[src/rtl/fifo_wptr_full.sv]
// Write-side pointer and full-flag stage of the async FIFO (write clock domain).
// Optional almost-full output is enabled by defining FIFO_ALMOST_FULL_EN.

module bin2gray #(
  parameter int WIDTH = 5
) (
  input  logic [WIDTH-1:0] i_bin,
  output logic [WIDTH-1:0] o_gray
);

  assign o_gray = i_bin ^ (i_bin >> 1);

endmodule

module fifo_wptr_full #(
  parameter int ADDR_WIDTH = 4,
  parameter int AF_MARGIN  = 2
) (
  input  logic                  clk,
  input  logic                  rst_n,
  input  logic                  wr_en_in,
  input  logic [ADDR_WIDTH:0]   rptr_gray_sync_in,
  output logic                  wr_accept_out,
  output logic [ADDR_WIDTH-1:0] wr_addr_out,
  output logic [ADDR_WIDTH:0]   wptr_gray_out,
  output logic                  full_out,
`ifdef FIFO_ALMOST_FULL_EN
  output logic                  almost_full_out,
`endif
  output logic                  overflow_out
);

  localparam int PW = ADDR_WIDTH + 1;

  if (ADDR_WIDTH < 1 || AF_MARGIN < 1 || AF_MARGIN > (2**ADDR_WIDTH) - 1) begin : g_param_illegal
    $error("fifo_wptr_full: illegal ADDR_WIDTH/AF_MARGIN");
  end

  logic [PW-1:0] r_wbin;
  logic [PW-1:0] r_wgray;
  logic          r_full;
  logic          r_overflow;
  logic [PW-1:0] w_wbin_next;
  logic [PW-1:0] w_wgray_next;
  logic [PW-1:0] w_full_target;

  assign wr_accept_out = wr_en_in & ~r_full;
  assign w_wbin_next   = r_wbin + {{ADDR_WIDTH{1'b0}}, wr_accept_out};

  bin2gray #(
    .WIDTH(PW)
  ) u_bin2gray (
    .i_bin (w_wbin_next),
    .o_gray(w_wgray_next)
  );

  // Full when the write pointer is exactly one lap ahead of the read pointer:
  // in Gray code that means the top two bits differ and the rest match.
  if (ADDR_WIDTH == 1) begin : g_full_aw1
    assign w_full_target = ~rptr_gray_sync_in;
  end else begin : g_full_awn
    assign w_full_target = {~rptr_gray_sync_in[ADDR_WIDTH:ADDR_WIDTH-1],
                            rptr_gray_sync_in[ADDR_WIDTH-2:0]};
  end

  always_ff @(posedge clk or negedge rst_n) begin
    if (!rst_n) begin
      r_wbin     <= '0;
      r_wgray    <= '0;
      r_full     <= 1'b0;
      r_overflow <= 1'b0;
    end else begin
      r_wbin     <= w_wbin_next;
      r_wgray    <= w_wgray_next;
      r_full     <= (w_wgray_next == w_full_target);
      r_overflow <= wr_en_in & r_full;
    end
  end

  assign wr_addr_out   = r_wbin[ADDR_WIDTH-1:0];
  assign wptr_gray_out = r_wgray;
  assign full_out      = r_full;
  assign overflow_out  = r_overflow;

`ifdef FIFO_ALMOST_FULL_EN
  localparam logic [PW-1:0] LP_AF_THRESH = PW'((2**ADDR_WIDTH) - AF_MARGIN);

  logic [PW-1:0] w_rbin;
  logic [PW-1:0] w_occupancy;
  logic          r_almost_full;

  always_comb begin
    w_rbin         = '0;
    w_rbin[PW-1]   = rptr_gray_sync_in[PW-1];
    for (int i = PW - 2; i >= 0; i--) begin
      w_rbin[i] = w_rbin[i+1] ^ rptr_gray_sync_in[i];
    end
  end

  // Modulo subtraction gives the true occupancy even across pointer wrap.
  assign w_occupancy = w_wbin_next - w_rbin;

  always_ff @(posedge clk or negedge rst_n) begin
    if (!rst_n) begin
      r_almost_full <= 1'b0;
    end else begin
      r_almost_full <= (w_occupancy >= LP_AF_THRESH);
    end
  end

  assign almost_full_out = r_almost_full;
`endif

endmodule

[config.mk]
export PLATFORM = sky130hd
export DESIGN_NAME = fifo_wptr_full
export DESIGN_NICKNAME = d
export VERILOG_FILES = /design/src/rtl/fifo_wptr_full.sv
export SDC_FILE = /design/constraint.sdc
export NUM_CORES = 1
export LEC_CHECK = 0
export ABC_AREA = 1
export CELL_PAD_IN_SITES_DETAIL_PLACEMENT = 0
export CELL_PAD_IN_SITES_GLOBAL_PLACEMENT = 1
export CORE_UTILIZATION = 30
export DETAILED_ROUTE_END_ITERATION = 12
export PLACE_DENSITY = 0.79
export REMOVE_ABC_BUFFERS = 1
export SLEW_MARGIN = 20
export SYNTH_ARGS = -nofsm -noshare
export SYNTH_HDL_FRONTEND = slang
export SYNTH_HIERARCHICAL = 1
export SYNTH_SLANG_ARGS = --single-unit
[constraint.sdc]
create_clock -name clk -period 1.8 [get_ports clk]
set_input_delay 0.36 -clock clk [delete_from_list [all_inputs] [get_ports clk]]
set_output_delay 0.36 -clock clk [all_outputs]
set_load 0.05 [all_outputs]
==> results of run 1 <==
stage by stage:
| stage | setup TNS [ns] | hold WS [ns] | cells |
|---|---|---|---|
| finish | -0.006098 | 0.4343 | 115 |
| global route | -0.1552 | 0.4437 | 115 |
| CTS | -0.05848 | 0.4362 | 113 |
| detailed placement | -2.481 | 0.5243 | 106 |
| global placement | -1.872 | 0.5028 | 106 |
| floorplan | -5.130 | 0.06441 | 55 |
critical path: stages:
cell	delay (ns)
dlygate4sd2_1	0.25
inv_1	0.08
nor2_2	0.05
ha_2	0.20
ha_4	0.17
buf_4	0.15
xor2_4	0.18
buf_4	0.15
nand2_1	0.05
nand2_1	0.07
xnor2_1	0.14
nand2_1	0.06
nor2_1	0.09
cell families (layout without fill, tap and decap cells):
| logic type | Yosys count | count (layout) | share of synthesized area, % |
|---|---|---|---|
| and+or+nand+nor | 25 | 25 | 17.72 |
| xor gates and xnor gates | 6 | 6 | 9.545 |
| adders and majority gates | 2 | 2 | 4.545 |
| DFF | 12 | 12 | 54.55 |
| buffers and inverters | 15 | 45 | 13.64 |
cell type report:
type,count,area (um2)
inverters,10,37.54
repair buffers,31,261.5
clock buffers,4,36.28
multi-input cells,33,255.2
well taps,25,31.28
flip-flops and latches,12,300.3
fillers,160,804.5
layer usage:
layer  wire length (um)  vias to the layer above
li1                   -                      230
met1                470                      211
met2                593                       16
met3                 39                        0
met4                  0                        0
met5                  0                        -
what timing repair did:
action | CTS | global route
setup endpoints to repair | 5 | 2
pin swaps | 9 | 8
gates resized for setup | 10 | 4
setup buffers | 3 | 2
gates cloned | 0 | 0
worst max-delay path by stage:
stage	from	end	slack, ns	cells after the start
after floorplan	full_out	full_out	-0.98	13
after global placement	wr_en_in	full_out	-0.60	15
after detailed placement	wr_en_in	full_out	-0.71	15
after CTS	full_out	full_out	-0.06	13
after global routing	full_out	full_out	-0.16	13
final	wr_en_in	full_out	-0.006	13
state kept, by name, summed over array words and instances (netlist names):
name,flops
r_wbin,5
overflow_out,1
wptr_gray_out,5
full_out,1
placed cells by master, fill, tap and decap left out:
cell type and count:
dlygate4sd2_1 1, dfrtp_1 12, inv_1 10, xnor2_1 3, xnor2_4 1, buf_12 1
ha_2 1, xnor2_2 1, nand2_1 17, nor2_1 2, buf_4 23, clkdlybuf4s50_1 6
nand2_2 1, xor2_4 1, nor2_2 2, nand3_1 2, nand3_4 1, ha_4 1
clkbuf_8 1, clkbuf_4 3
==> out/metrics.csv, run 1 <==
stage;metric;value;unit
run_status;status;finished, violations left;
run_status;failing checks;setup timing;
sta;RSZ-0062 raised after global routing;true;
die;die area;0.002010;mm2
synthesis;Post-synth EDFFs;0;
detailed_routing;1st-pass router iterations;1;
synthesis;Synth top area share;54.55;%
synthesis;most frequent cell after synthesis;nand2_1;
synthesis;sequential fraction of the synthesis area;54.55;%
placed_design;Final GP Congestion;0.6924;
clock_tree;hold buffers post-CTS;0;
final_layout;Final Util;53.41;%
sta;f_max;0.5537;GHz
clock_tree;# clock sinks;12;
sta;final hold vios;0;
min_path;HP Class;primary input to asynchronous set/reset pin;
sta;relative slew slack;64.93;%
die;Placement Rows;15;
detailed_routing;DRC;0;
die;Initial Util;31.88;%
final_layout;Final Cell Area;922.1;um2
detailed_routing;remaining antenna violation count;0;
die;height of the die;44.84;um
critical_path;R2R Setup Slk;0;ns
clock_tree;Clock Path Buffers;2;
synthesis;Mapped Cells;60;
clock_tree;H-Tree Depth;1;
synthesis;Commonest cells post-synth;nand2_1, dfrtp_1, inv_1;
final_layout;share of cells above drive strength 1;41.11;%
global_routing;GR Util met3;1.200;%
critical_path;Worst Path Required;2.00;ns
global_routing;met2 usage;18.24;%
synthesis;Avg Inst Size Synth;9.175;um2
sta;worst setup margin;-0.006098;ns
sta;Max Clock Skew;0.008294;ns
placed_design;worst slack at placement;-0.7136;ns
detailed_routing;Iter 0 DRT Violations;0;
critical_path;Critical R2R Launch;full_out;
critical_path;FF-to-FF path depth;13;
placed_design;# port buffers;19;
detailed_routing;via count;457;
synthesis;Unique masters post-synth;9;
die;CORE AREA;0.001727;mm2
global_routing;most used routing layer;met2;
sta;final worst-path cycle share;100.3;%
global_routing;pin count of the biggest net entering global routing;13;
clock_tree;cts bufs inserted;3;
synthesis;Synth Flop Type;dfrtp_1;
detailed_routing;drt wl/cell;9.591;um
clock_tree;clk slew on worst S/H paths;0.08;ns
clock_tree;CTS tree;done;
synthesis;Async SR Flop Fraction;100.0;%
critical_path;Arr. time, crit path;2.01;ns
global_routing;GRT Residual Overflow;0;
clock_tree;Root Buffer;clkbuf_4;
global_routing;met1 Use GR;15.56;%
placed_design;DP HPWL;789.7;um
critical_path;worst r2r dst;full_out;
die;I/O pin count;20;
sta;Final min period;1.806;ns
run;Max-cap violations;0;
final_layout;area delta synth->final;67.50;%
die;Die Width;44.84;um
sta;Worst-Margin Slew;0.5245;ns
placed_design;dpl cell area;769.5;um2
sta;Final Slew Violations;0;
final_layout;Antenna Cells;0;
synthesis;area of the mapped netlist;550.5;um2
critical_path;CP Capture Type;register;
sta;final setup fails;1;
critical_path;critical path type;primary input to register;
clock_tree;Skew-Pair Late Insertion Delay;0.27;ns
global_routing;Total Routing Usage GR;11.68;%
synthesis;flops & latches, synth;12;
final_layout;nets;101;
detailed_routing;routed vias/inst;3.974;
synthesis;warning count from the yosys run;6;
synthesis;largest area contributor in the netlist;dfrtp_1;
global_routing;antenna violations before repair;0;
global_routing;first-pass GRT wire length;1669;um
critical_path;critical-path maximum fanout;3;
detailed_routing;Post-Route WL;1103;um
critical_path;CP startpoint kind;primary input;
global_routing;vias in the first global route;409;
synthesis;top cells by area, synth;dfrtp_1, nand2_1, xnor2_1;
Power of run 1 is left out: the tool's default activity adds up to more than one toggle a clock period on the data nets, which glitch-free logic cannot reach.
==> run 2: changes to the inputs <==
--- a/config.mk
+++ b/config.mk
@@ -8,9 +8,10 @@
 export ABC_AREA = 1
 export CELL_PAD_IN_SITES_DETAIL_PLACEMENT = 0
 export CELL_PAD_IN_SITES_GLOBAL_PLACEMENT = 1
-export CORE_UTILIZATION = 30
+export CORE_UTILIZATION = 27
 export DETAILED_ROUTE_END_ITERATION = 12
-export PLACE_DENSITY = 0.79
+export MAX_ROUTING_LAYER = met4
+export PLACE_DENSITY = 0.76
 export REMOVE_ABC_BUFFERS = 1
 export SLEW_MARGIN = 20
 export SYNTH_ARGS = -nofsm -noshare
==> constraint.sdc (replaced) <==
create_clock -name clk -period 1.63 [get_ports clk]
set_input_delay 0.326 -clock clk [delete_from_list [all_inputs] [get_ports clk]]
set_output_delay 0.326 -clock clk [all_outputs]
set_load 0.05 [all_outputs]
==> run 2 against run 1 <==
Compared with the run above:
- the run still ends with setup timing left
- worst hold slack worse by 0.035 ns
- clock skew is 0.0041 ns lower
- routed wire length decreased by 1.7%
- sequential share of layout area rose by 0.40 points
- global-route usage increased by 0.63 points
- clock-buffer cell count fell by 1
- worst setup slack got worse by 0.21 ns
- first-iteration DRC count up 7
- cell count is 1.7% lower
- critical path depth grew 1
- largest cell class unchanged
==> out/metrics.csv, run 2 (synthesized netlist as in run 1, its figures left out) <==
stage;metric;value;unit;change
run_status;status;finished, violations left;;unchanged
run_status;failing checks;setup timing;;unchanged
critical_path;CP startpoint kind;register;;was primary input
final_layout;Antenna Cells;0;;unchanged
critical_path;R2R Setup Slk;-0.22;ns;was 0 ns
sta;sum of negative setup slack;-0.2271;ns;was -0.006098 ns
sta;Final Slew Violations;0;;unchanged
clock_tree;Clock Path Buffers;2;;unchanged
placed_design;DP HPWL;704.9;um;was 789.7 um
critical_path;Setup crit end;full_out;;unchanged
sta;final worst-path cycle share;113.5;%;
critical_path;critical path type;register to register;;was primary input to register
run;Max-cap violations;0;;unchanged
final_layout;most frequent cells in the layout;buf_4, nand2_1, dfrtp_1, inv_1, clkdlybuf4s50_1;;unchanged
critical_path;CP Launch Point;full_out;;was wr_en_in
detailed_routing;M1 WL;450;um;was 470 um
sta;final setup fails;2;;was 1
global_routing;vias in the first global route;381;;was 409
clock_tree;Root Buffer;clkbuf_4;;unchanged
critical_path;Worst Path Required;1.82;ns;was 2.00 ns
detailed_routing;routed wl met3;44;um;was 39 um
final_layout;share of cells above drive strength 1;40.91;%;was 41.11%
clock_tree;Skew-Pair Late Insertion Delay;0.26;ns;was 0.27 ns
die;die area;0.002224;mm2;was 0.002010 mm2
global_routing;first-pass GRT wire length;1725;um;was 1669 um
detailed_routing;DRC;0;;unchanged
critical_path;Arr. time, crit path;2.04;ns;was 2.01 ns
sta;relative slew slack;64.17;%;was 64.93%
sta;f_max;0.5406;GHz;
detailed_routing;Post-Route WL;1084;um;was 1103 um
die;CORE AREA;0.001821;mm2;was 0.001727 mm2
sta;Final min period;1.850;ns;
sta;final hold vios;0;;unchanged
critical_path;CP Capture Type;register;;unchanged
detailed_routing;via count;446;;was 457
global_routing;antenna violations before repair;0;;unchanged
die;I/O pin count;20;;unchanged
final_layout;nets;100;;was 101
clock_tree;cts bufs inserted;3;;unchanged
final_layout;Final Cell Area;910.9;um2;was 922.1 um2
detailed_routing;routed vias/inst;3.947;;was 3.974
die;height of the die;47.16;um;was 44.84 um
global_routing;Total Routing Usage GR;12.30;%;was 11.68%
detailed_routing;drt wl/cell;9.593;um;was 9.591 um
final_layout;# fillers;180;;was 160
die;Initial Util;30.24;%;was 31.88%
final_layout;area delta synth->final;65.45;%;was 67.50%
detailed_routing;remaining antenna violation count;0;;unchanged
die;Placement Rows;15;;unchanged
min_path;HP Class;primary input to register;;was primary input to asynchronous set/reset pin
sta;Max Clock Skew;0.004152;ns;was 0.008294 ns
final_layout;most common cell after layout, fill and taps aside;buf_4;;unchanged
detailed_routing;1st-pass router iterations;4;;was 1
clock_tree;# clock sinks;12;;unchanged
critical_path;Critical R2R Launch;full_out;;unchanged
detailed_routing;top routing layer in use;met3;;unchanged
detailed_routing;met2 WL post-DR;588;um;was 593 um
placed_design;dpl cell area;804.5;um2;was 769.5 um2
placed_design;# port buffers;19;;unchanged
die;Die Width;47.16;um;was 44.84 um
critical_path;FF-to-FF path depth;14;;was 13
clock_tree;clk slew on worst S/H paths;0.06;ns;was 0.08 ns
critical_path;critical-path maximum fanout;4;;was 3
sta;Worst-Margin Slew;0.5357;ns;was 0.5245 ns
placed_design;Final GP Congestion;0.7043;;was 0.6924
global_routing;GRT Residual Overflow;0;;unchanged
global_routing;pin count of the biggest net entering global routing;13;;unchanged
detailed_routing;Iter 0 DRT Violations;7;;was 0
clock_tree;CTS tree;done;;unchanged
clock_tree;H-Tree Depth;1;;unchanged
final_layout;Multi-input gate area;252.7;um2;was 255.2 um2
critical_path;worst r2r dst;full_out;;unchanged
sta;worst setup margin;-0.2196;ns;was -0.006098 ns
sta;RSZ-0062 raised after global routing;true;;unchanged
final_layout;Seq. cell area;300.3;um2;unchanged
final_layout;Final Util;50.03;%;was 53.41%
[run 2: how the worst min path moves through the flow]
stage              start            to  slack (ns)  cells past startpoint
2_1_floorplan      rst_n      full_out        0.03                      0
3_3_place_gp   r_wbin[0]     r_wbin[0]        0.54                      1
3_5_place_dp   r_wbin[0]     r_wbin[0]        0.53                      1
4_1_cts         wr_en_in  overflow_out        0.39                      3
5_1_grt         wr_en_in  overflow_out        0.42                      3
6_report        wr_en_in  overflow_out        0.40                      3
[run 2: metal layers]
metal	global-route usage (%)	vias to the layer above
li1	-	228
met1	16.35	204
met2	16.67	14
met3	3.462	0
met4	6.857	0
met5	-	-
[run 2: final cells by class]
type	count	area share (%)
flip-flops and latches	12	32.97
repair buffers	30	29.26
multi-input cells	33	27.75
inverters	10	4.121
well taps	25	3.434
clock buffers	3	2.473
[run 2: metrics by stage]
step | cells | hold slack, ns | setup WS (ns)
CTS | 113 | 0.3882 | -0.2201
floorplan | 55 | 0.03041 | -1.153
global placement | 109 | 0.5359 | -0.7635
finish | 113 | 0.3993 | -0.2196
detailed placement | 109 | 0.5259 | -0.7922
global route | 113 | 0.4231 | -0.4162
[run 2: worst max-delay path: stages (launching register included)]
cell and delay, ns:
dfrtp_1 0.39, nor2_2 0.14, ha_2 0.22, buf_4 0.11, nand3_2 0.06, xnor2_1 0.17
buf_4 0.15, inv_1 0.05, nand2_1 0.06, nand2_2 0.07, nand2_1 0.06, inv_1 0.05
nor2_2 0.08, nand3_1 0.08, nor2_1 0.10
[run 2: timing repair]
| item | in CTS | in global routing |
|---|---|---|
| setup buffers | 1 | 0 |
| setup endpoints to repair | 6 | 5 |
| hold buffers | 0 | 0 |
| resized for setup | 10 | 5 |
| pin swaps | 8 | 11 |
Power of run 2 is left out for the same reason.
